## config.mk

```make
export PLATFORM = sky130hd
export DESIGN_NAME = mmwb_stage_reg
export DESIGN_NICKNAME = d
export VERILOG_FILES = /design/src/rtl/mmwb_stage_reg_pkg.sv /design/src/rtl/mmwb_stage_reg_wdat_mux.sv /design/src/rtl/mmwb_stage_reg.sv
export SDC_FILE = /design/constraint.sdc
export NUM_CORES = 1
export LEC_CHECK = 0
export CORE_UTILIZATION = 46
export DETAILED_ROUTE_END_ITERATION = 12
export PLACE_DENSITY = 0.79
export SKIP_CTS_REPAIR_TIMING = 1
export SLEW_MARGIN = 20
export SYNTH_ARGS = -nofsm -noshare
export SYNTH_HDL_FRONTEND = slang
export SYNTH_SLANG_ARGS = --single-unit
```

## constraint.sdc

```tcl
create_clock -name CLK -period 6.9 [get_ports CLK]
set_input_delay 1.38 -clock CLK [delete_from_list [all_inputs] [get_ports CLK]]
set_output_delay 1.38 -clock CLK [all_outputs]
set_load 0.01 [all_outputs]
```

## src/rtl/mmwb_stage_reg_pkg.sv

```systemverilog
// Shared types for the MEM/WB stage: datapath word, register index and writeback select.
package mmwb_stage_reg_pkg;

  localparam int unsigned WordW = 32;
  localparam int unsigned RegAw = 5;

  typedef logic [WordW-1:0] word_t;
  typedef logic [RegAw-1:0] regbits_t;

  typedef enum logic [1:0] {
    MTR_ALU  = 2'd0,
    MTR_LOAD = 2'd1,
    MTR_NPC  = 2'd2,
    MTR_EQ   = 2'd3
  } memtoreg_t;

endpackage

```

## src/rtl/mmwb_stage_reg_wdat_mux.sv

```systemverilog
// Writeback data select: 4:1 mux on memtoreg_t, shared with the forwarding unit.
module mmwb_stage_reg_wdat_mux
  import mmwb_stage_reg_pkg::*;
#(
  parameter int unsigned DATA_W = 32
) (
  input  memtoreg_t         sel_i,
  input  logic [DATA_W-1:0] alu_i,
  input  logic [DATA_W-1:0] load_i,
  input  logic [DATA_W-1:0] npc_i,
  input  logic              equal_i,
  output logic [DATA_W-1:0] wdat_o
);

  always_comb begin
    wdat_o = '0;
    unique case (sel_i)
      MTR_ALU:  wdat_o = alu_i;
      MTR_LOAD: wdat_o = load_i;
      MTR_NPC:  wdat_o = npc_i;
      MTR_EQ:   wdat_o = {{(DATA_W-1){1'b0}}, equal_i};
      default:  wdat_o = '0;
    endcase
  end

endmodule

```

## src/rtl/mmwb_stage_reg.sv

```systemverilog
// MEM/WB pipeline register with stall/flush, writeback select, sticky halt and retire counter.
module mmwb_stage_reg
  import mmwb_stage_reg_pkg::*;
#(
  parameter int unsigned DATA_W = 32,
  parameter int unsigned REG_AW = 5,
  parameter int unsigned CNT_W  = 32
) (
  input  logic              CLK,
  input  logic              RST,
  input  logic              en,
  input  logic              flush,
  input  logic              mm_valid,
  input  memtoreg_t         mm_MemtoReg,
  input  logic              mm_RegWEN,
  input  logic              mm_equal,
  input  logic              mm_halt,
  input  logic [REG_AW-1:0] mm_rd,
  input  logic [DATA_W-1:0] mm_portB,
  input  logic [DATA_W-1:0] mm_npc,
  input  logic [DATA_W-1:0] mm_ALUOut,
  input  logic [DATA_W-1:0] mm_load,
  output logic              wb_valid,
  output logic              wb_WEN,
  output logic [REG_AW-1:0] wb_wsel,
  output logic [DATA_W-1:0] wb_wdat,
  output logic              wb_halt,
  output logic [DATA_W-1:0] wb_portB,
  output logic [CNT_W-1:0]  retired
);

  logic              valid_q, valid_d;
  logic              regwen_q, regwen_d;
  logic              equal_q, equal_d;
  logic              halt_q, halt_d;
  memtoreg_t         mtr_q, mtr_d;
  logic [REG_AW-1:0] rd_q, rd_d;
  logic [DATA_W-1:0] portb_q, portb_d;
  logic [DATA_W-1:0] npc_q, npc_d;
  logic [DATA_W-1:0] alu_q, alu_d;
  logic [DATA_W-1:0] load_q, load_d;
  logic [CNT_W-1:0]  retired_q, retired_d;

  logic capture, bubble, retire;

  // After HALT nothing new is admitted; an advance or flush only shifts in bubbles.
  assign capture = en & ~flush & ~halt_q;
  assign bubble  = flush | (en & halt_q);
  assign retire  = valid_q & (en | flush);

  always_comb begin
    valid_d  = valid_q;
    regwen_d = regwen_q;
    equal_d  = equal_q;
    mtr_d    = mtr_q;
    rd_d     = rd_q;
    portb_d  = portb_q;
    npc_d    = npc_q;
    alu_d    = alu_q;
    load_d   = load_q;
    if (capture) begin
      valid_d  = mm_valid;
      regwen_d = mm_RegWEN;
      equal_d  = mm_equal;
      mtr_d    = mm_MemtoReg;
      rd_d     = mm_rd;
      portb_d  = mm_portB;
      npc_d    = mm_npc;
      alu_d    = mm_ALUOut;
      load_d   = mm_load;
    end else if (bubble) begin
      valid_d  = 1'b0;
      regwen_d = 1'b0;
    end
    halt_d    = halt_q | (capture & mm_valid & mm_halt);
    retired_d = retired_q + {{(CNT_W-1){1'b0}}, retire};
  end

  always_ff @(posedge CLK or posedge RST) begin
    if (RST) begin
      valid_q   <= 1'b0;
      regwen_q  <= 1'b0;
      equal_q   <= 1'b0;
      halt_q    <= 1'b0;
      mtr_q     <= MTR_ALU;
      rd_q      <= '0;
      portb_q   <= '0;
      npc_q     <= '0;
      alu_q     <= '0;
      load_q    <= '0;
      retired_q <= '0;
    end else begin
      valid_q   <= valid_d;
      regwen_q  <= regwen_d;
      equal_q   <= equal_d;
      halt_q    <= halt_d;
      mtr_q     <= mtr_d;
      rd_q      <= rd_d;
      portb_q   <= portb_d;
      npc_q     <= npc_d;
      alu_q     <= alu_d;
      load_q    <= load_d;
      retired_q <= retired_d;
    end
  end

  mmwb_stage_reg_wdat_mux #(
    .DATA_W (DATA_W)
  ) u_wdat_mux (
    .sel_i   (mtr_q),
    .alu_i   (alu_q),
    .load_i  (load_q),
    .npc_i   (npc_q),
    .equal_i (equal_q),
    .wdat_o  (wb_wdat)
  );

  // Writes to $0 are dropped here so the register file needs no guard of its own.
  assign wb_valid = valid_q;
  assign wb_WEN   = valid_q & regwen_q & (rd_q != '0);
  assign wb_wsel  = rd_q;
  assign wb_halt  = halt_q;
  assign wb_portB = portb_q;
  assign retired  = retired_q;

endmodule

```

==> impl_metrics.toml <==
[timing]
period_share_pct = 57.11
tightest_slew_ns = 0.9527
rsz0062_at_grt = "no"
hold_viol = 0
min_period_ns = 3.941
fin_tns_setup_ns = 0
relSlewSlack_pct = 36.48
fmax_mhz = 253.7
finalSetupViolCount = 0
slew_viol_final = 0
skew_ns = 0.008523

[synth]
ys_seq_area_share_pct = 58.64
synth_most_common_cell = "dfrtp_1"
ys_async_sr_fraction_pct = 100.0
ys.flop_type = "dfrtp_1"
syn_nets = 681
synth.area.top_cells = "dfrtp_1 (59%), mux2_2 (21%), mux2i_1 (4.3%), nand2_1 (2.2%), o21ai_0 (2.1%)"
avgSynthCellArea_sq_um = 13.64
synth_common_cells = "dfrtp_1 (171), mux2_2 (136), nand2_1 (42)"
netlist_area_sq_mm = 0.007297
synthCells = 535
yosysTopAreaCell = "dfrtp_1"
synth.distinct_cells = 30
synth_seq_cells = 171
yosys_warnings = 0
synth-edff-count = 0
yosysTopAreaCellShare_pct = 58.64

[detailed_routing]
drc = 0
drt_first_pass_iters = 4
wire_per_inst_um = 18.03
drtIter0Drc = 206
vias = 5185
drt.antenna.violating_nets = 0
finalWirelength_um = 18050
viasPerCell = 5.180

[cells_and_area]
n_antenna_cell = 0
drive_gt1_share_pct = 22.66
final_core_util_pct = 68.79
fin_cells = 1001
nets = 925
design_area_sq_mm = 0.01054
area_delta_synth_final_pct = 44.38

[place]
hpwl_um = 12790
place_congestion = 0.7902
dpl.cell_count = 971
port-buffer-count = 246
placed_area_sq_mm = 0.009933

[power]
p_sw_uw = 1268
seqPwrFrac_pct = 38.5
pwr-share-comb_pct = 38.9
p_clk_share_pct = 22.6
vdd_drop_max_mv = 0.1911
p_sw_share_pct = 29.46
cellPowerDensity_mw_per_mm2 = 408.5
p_leak_uw = 0.004404
p_int_uw = 3036
p_total_uw = 4304

[floorplan]
coreArea_sq_mm = 0.01531
num_rows = 45
die_area_sq_mm = 0.01637
fp.dieW_um = 128.0
fp.dieH_um = 128.0
start_util_pct = 47.65
ioPinCount = 247

[clock_tree]
insertion_delay_ns = 0.42
root_buffer = "clkbuf_16"
h-tree-depth = 4
clkSinkCount = 171
cts_tree = "yes"
clockBufferDepth = 2
clk_pin_slew_ns = 0.06
cts_buffers = 17

[critical_path]
critPathLaunchType = "flop"
worstSetupPathType = "reg2out"
endpoint_kind = "output pin"
cp.required_ns = 5.52
startpoint = "mtr_q[1]"
reg2reg_from = "wb_halt"
arrival_ns = 2.56
r2r_slack_ns = 4.66
critical_path.max_fanout = 16

[min_path]
hold_start = "retired[31]"
hold_path.class = "reg2reg"

[outcome]
outcome = "finished clean"

[run]
max_cap_viol_count = 0

[global_routing]
grt_max_degree = 79
grt_pass1_vias = 5664
antenna_found_initial = 0
grt_use_total_pct = 22.97
grt_pass1_wl_um = 28450
grt-ovfl-total = 0
==> sequential cells by signal, summed over array words and instances, names as in the netlist <==
| signal | cells |
|---|---|
| alu_q | 32 |
| load_q | 32 |
| npc_q | 32 |
| retired | 32 |
| wb_portB | 32 |
| wb_wsel | 5 |
| mtr_q | 2 |
| equal_q | 1 |
| regwen_q | 1 |
| wb_halt | 1 |
| wb_valid | 1 |
==> through the flow <==
stage / hold WS (ns) / worst slack, ns
floorplan: 0.4751 / 0.8882
global placement: 0.4751 / 3.275
detailed placement: 0.4779 / 3.184
CTS: 0.4882 / 2.885
global route: 0.5048 / 2.792
finish: 0.4852 / 2.959
==> power groups by stage <==
| stage | registers, uW | logic [uW] | clock network (uW) |
|---|---|---|---|
| floorplan | 1670 | 803 | 0 |
| global placement | 1640 | 1650 | 0 |
| finish | 1660 | 1670 | 973 |
| global route | 1710 | 1790 | 1040 |
| detailed placement | 1670 | 1690 | 0 |
| CTS | 1660 | 1700 | 993 |
==> kinds of logic after synthesis <==
logic type | after synthesis | synth area share (%)
compound gates | 36 | 2.624
xor+xnor | 30 | 3.601
fa+ha+maj | 3 | 0.5145
buf+inv | 32 | 2.383
flops | 171 | 58.64
mux | 168 | 25.55
simple gates | 95 | 6.687
==> cells in the final DEF, fill, tap and decap left out, drive strengths merged, types with 3 or more instances in the layout <==
| cell type | instances |
|---|---|
| and4 | 4 |
| nor4 | 5 |
| nor2b | 4 |
| mux2i | 31 |
| clkinv | 4 |
| nand4 | 10 |
| nor3 | 9 |
| clkdlybuf4s50 | 246 |
| dfrtp | 171 |
| o21ai | 31 |
| ha | 3 |
| nor2 | 4 |
| mux2 | 136 |
| and3 | 6 |
| nand2 | 42 |
| xnor2 | 16 |
| xor2 | 14 |
| clkbuf | 23 |
| bufinv | 3 |
| inv | 4 |
| buf | 7 |
| nand3 | 8 |
==> routing by layer <==
layer | GRT usage [%] | routed length, um | vias up
li1 | - | - | 2370
met1 | 25.52 | 7128 | 2571
met2 | 39.32 | 8840 | 210
met3 | 9.265 | 1664 | 34
met4 | 9.066 | 418 | 0
met5 | 0 | 0 | -
==> final cells by class <==
type,instances,area (sq um)
well taps,211,264.0
clock inverters,7,113.9
fillers,1113,4780
repair buffers,253,2515
flip-flops and latches,171,4280
clock buffers,23,488.0
inverters,4,20.02
multi-input cells,332,2854
==> final timing paths <==
path	cells after the start	end
setup / recovery	5	wb_wdat[13]
hold / removal	1	retired[31]
setup reg to reg	4	alu_q[26]
hold reg to reg	1	retired[31]
max in group asynchronous	3	wb_portB[31]
min in group asynchronous	2	wb_portB[17]
==> worst max-delay path, stage by stage, from the launching register on <==
cell,delay [ns]
dfrtp_2,0.40
nor2b_2,0.56
buf_4,0.36
nand2_1,0.08
o21ai_0,0.12
clkdlybuf4s50_1,0.60
No activity file was read; power rests on OpenSTA's default activity.
==> variant 1, RTL diff (same settings) <==
`REG_AW`: 5 -> 6.
--- a/src/rtl/mmwb_stage_reg.sv
+++ b/src/rtl/mmwb_stage_reg.sv
@@ -3,7 +3,7 @@
   import mmwb_stage_reg_pkg::*;
 #(
   parameter int unsigned DATA_W = 32,
-  parameter int unsigned REG_AW = 5,
+  parameter int unsigned REG_AW = 6,
   parameter int unsigned CNT_W  = 32
 ) (
   input  logic              CLK,
Interface: changed (resized mm_rd and wb_wsel); port bits go from 247 to 249. The function was not compared with the original's and may differ.
==> variant 1 against the original RTL <==
Setup slack better by 0.21 ns. Non-clock buffer count rose by 1. Sequential cell count up 1. Largest cell class unchanged. Total power barely moved. Critical endpoint is now wb_wdat[17]. Area after synthesis up 0.38%. Cell area rose by 0.65%. Clock power decreased by 2.2%. Count of clock-buffer cells in the layout shrank 6. Routed wire length decreased by 0.44%.
==> variant 1: results (changes against the original RTL) <==
clock skew 0.009832 ns (+0.001309 ns); CP max FO 33 (+17); worst path arrival time 2.35 ns (-0.21 ns); Net Sw Frac 30.67% (+1.2 points); Yosys cell types 29 (-3.3%); met2 Use GR 38.16% (-1.2 points); worst slew pin tran 1.000 ns (+0.04730 ns); Seq/Total Area, Yosys 58.76% (+0.12 points); buffering overhead 23.83% (-0.037 points); Mapped Cells 542 (+1.3%); Routed WL 17.97 mm (-0.44%); antenna violations before repair 1 (+1); met3 global-route usage 7.429% (-1.8 points); Commonest cells post-synth 172 x dfrtp_1, 137 x mux2_2, 43 x nand2_1; Synth Area in Compound Gates 2.614% (-0.0099 points); post-DP HPWL 12.82 mm (+0.22%); input/output buffers 248 (+0.81%); Via density 5.219 (+0.76%); Fillers 1111 (-0.18%); Inserted Diodes 1 (+1); outcome completed; CLK BUF 17 (-26%); met3 WL 1.255 mm (-25%); final net count 936 (+1.2%); VDD IR max 0.0002254 V (+18%); multi-input gate count 340 (+2.4%); DR iter-0 viols 222 (+7.8%); met2 wire len 8.946 mm (+1.2%)
[variant 1: cell count changes in the layout (fill, tap and decap cells not counted), moves of 2 or more]
cell             delta
inv_6               +5
xnor2_1             -3
xor2_1              +3
clkinv_4            +2
clkbuf_8            -4
clkdlybuf4s50_1     +2
clkbuf_1            -2
nor2_1              +3
nand3_1             +3
clkinvlp_4          +3
or3_1               -2
[variant 1: final timing paths]
path                                       startpoint                        to  slack [ns]  cells after the start
worst max-delay path             mtr_q[1]$_DFFE_PP0N_               wb_wdat[17]        3.17                      4
worst max register to register   wb_valid$_DFFE_PP0P_     retired[26]$_DFF_PP0_        4.50                      7
worst min-delay path            retired[31]$_DFF_PP0_     retired[31]$_DFF_PP0_        0.48                      1
max in group asynchronous                         RST  wb_portB[18]$_DFFE_PP0N_        3.93                      3
min in group asynchronous                         RST  wb_portB[31]$_DFFE_PP0N_        1.49                      2
worst min register to register  retired[31]$_DFF_PP0_     retired[31]$_DFF_PP0_        0.48                      1
==> variant 2, RTL diff (config.mk and constraints unchanged) <==
Made on the original files. `rd_q` no longer has a reset.
--- a/src/rtl/mmwb_stage_reg.sv
+++ b/src/rtl/mmwb_stage_reg.sv
@@ -83,7 +83,6 @@
       equal_q   <= 1'b0;
       halt_q    <= 1'b0;
       mtr_q     <= MTR_ALU;
-      rd_q      <= '0;
       portb_q   <= '0;
       npc_q     <= '0;
       alu_q     <= '0;
@@ -95,13 +94,16 @@
       equal_q   <= equal_d;
       halt_q    <= halt_d;
       mtr_q     <= mtr_d;
-      rd_q      <= rd_d;
       portb_q   <= portb_d;
       npc_q     <= npc_d;
       alu_q     <= alu_d;
       load_q    <= load_d;
       retired_q <= retired_d;
     end
+  end
+
+  always_ff @(posedge CLK) begin
+    rd_q <= rd_d;
   end
 
   mmwb_stage_reg_wdat_mux #(
Formal check against the unedited RTL: not equivalent (Yosys sat finds a counterexample within 4 cycles, from zero or initial values and one cycle with RST high).
==> variant 2 against the original RTL <==
Via count down 0.64%. Setup slack better by 0.17 ns. Count of clock-buffer cells in the layout is 4 lower. Synthesized cell count increased by 0.19%. Sequential share of layout area up 0.18 points. Register-to-register slack got worse by 0.38 ns. Cell area rose by 0.14%. Routed wire length shrank 1.7%. Clock power is 2% higher. Sequential cell count stayed put. Total power shrank 1.1%. Area after synthesis is 0.17% lower. Critical endpoint unchanged. Largest cell class unchanged. Highest routed layer unchanged.
==> variant 2: results (changes against the original RTL) <==
outcome completed; DR iter-0 viols 226 (+9.7%); first-pass GRT wire length 28.57 mm (+0.44%); WL per Instance 17.70 um (-1.8%); Lkg Pwr 4.419 nW (+0.32%); largest net degree at the start of global routing 105 (+33%); antenna violations before repair 0 (unchanged); final net count 925 (unchanged); synthesized net count 682 (+0.15%); CTS Buf Count 17 (unchanged); Root Driver clkbuf_16; Hold WC Path Type flop to flop; drt pass-1 iters 6 (+2); post-DP HPWL 12.38 mm (-3.2%); YS warnings 0 (unchanged); worst slew pin tran 0.9358 ns (-0.01690 ns); number of flops mapped to enable cells by yosys 5 (+5); CP max FO 31 (+15); htree depth 4 (unchanged); Synth area leaders dfrtp_1 57%, mux2_2 20%, mux2i_1 4.3%; share of cells above drive strength 1 22.60% (-0.057 points); Inserted Diodes 0 (unchanged); Yosys cell types 34 (+13%); VDD IR max 0.0002310 V (+21%); RD Place Congestion 0.8780 (+11%); Worst R2R Setup Slack 4.28 ns (-0.38 ns); worst-case clock buffer depth 2 (unchanged); Commonest cells post-synth 166 x dfrtp_1, 131 x mux2_2, 43 x nand2_1; Seq/Total Area, Yosys 59.09% (+0.44 points); Vias 5152 (-0.64%); Worst Reg-to-Reg Cells 4 (unchanged); input/output buffers 246 (unchanged); hold-critical path depth 1 (unchanged); cell area after placement 0.009942 mm^2 (about the same); predominant post-synthesis flop cell dfrtp_1; vias in the first global route 5578 (-1.5%); clock skew 0.007489 ns (-0.001033 ns); Synth async-reset ratio 97.08% (-2.9 points); gr usage total 22.93% (-0.040 points); clk_lat worst skew 0.42 ns (about the same); worst path arrival time 2.39 ns (-0.17 ns); Reg clk slew, reported paths 0.07 ns
==> variant 2: cell types whose count changed after synthesis, sizes merged, moves of 3 or more <==
cell	before	now
buf	20	17
mux2	136	131
nor2	4	8
dfrtp	171	166
xnor2	16	9
and3	6	3
xor2	14	21
edfxtp	0	5
==> variant 2: final timing paths <==
kind / from / to
max in group asynchronous: RST / mtr_q[1]$_DFFE_PP0N_
setup reg to reg: wb_halt$_DFF_PP0_ / wb_portB[3]$_DFFE_PP0N_
setup / recovery: mtr_q[1]$_DFFE_PP0N_ / wb_wdat[13]
min in group asynchronous: RST / retired[29]$_DFF_PP0_
hold reg to reg: retired[31]$_DFF_PP0_ / retired[31]$_DFF_PP0_
hold / removal: retired[31]$_DFF_PP0_ / retired[31]$_DFF_PP0_
==> variant 2: power breakdown <==
group	switching (mW)	internal, mW	total [mW]
registers	0.227	1.42	1.64
logic	0.651	0.971	1.62
clock network	0.388	0.602	0.991
==> variant 2: per-layer routing <==
metal	vias to the layer above	global-route usage, %	wire length [um]
met5	-	0	0
met4	0	8.997	332
met3	27	7.220	1221
met2	180	38.84	8849
met1	2566	27.21	7351
li1	2379	-	-
==> variant 2: cells by family (layout without fill, tap and decap cells) <==
| family | after synthesis | count (layout) | share of synthesized area, % |
|---|---|---|---|
| flops | 171 | 171 | 59.09 |
| simple gates | 102 | 102 | 7.386 |
| xor+xnor | 30 | 30 | 3.607 |
| compound gates | 36 | 36 | 2.628 |
| buf+inv | 31 | 287 | 1.958 |
| mux | 163 | 163 | 24.82 |
| fa+ha+maj | 3 | 3 | 0.5153 |
==> variant 2: area by class of cell <==
class | instances | area [um^2]
repair buffers | 251 | 2500
clock inverters | 13 | 175.2
multi-input cells | 334 | 2853
flip-flops and latches | 171 | 4305
inverters | 4 | 20.02
fillers | 1111 | 4765
well taps | 211 | 264.0
clock buffers | 19 | 432.9
==> variant 2: metrics by stage <==
stage | total power, mW | util (%) | instances | setup WS, ns | hold WS [ns]
after floorplan | 2.433 | - | 536 | 1.030 | 0.4752
after global placement | 3.226 | 64.92 | 971 | 2.848 | 0.4585
after detailed placement | 3.289 | 64.92 | 971 | 2.718 | 0.4866
after CTS | 4.298 | 68.89 | 1003 | 3.076 | 0.4956
after global routing | 4.501 | 68.89 | 1003 | 2.975 | 0.5205
final | 4.255 | 68.89 | 1003 | 3.127 | 0.4848
==> variant 2: worst max-delay path, stage by stage (launching register included) <==
cell and delay [ns]:
dfrtp_2 0.42, nor2b_4 0.69, nand2_1 0.11, o21ai_0 0.12
clkdlybuf4s50_1 0.61
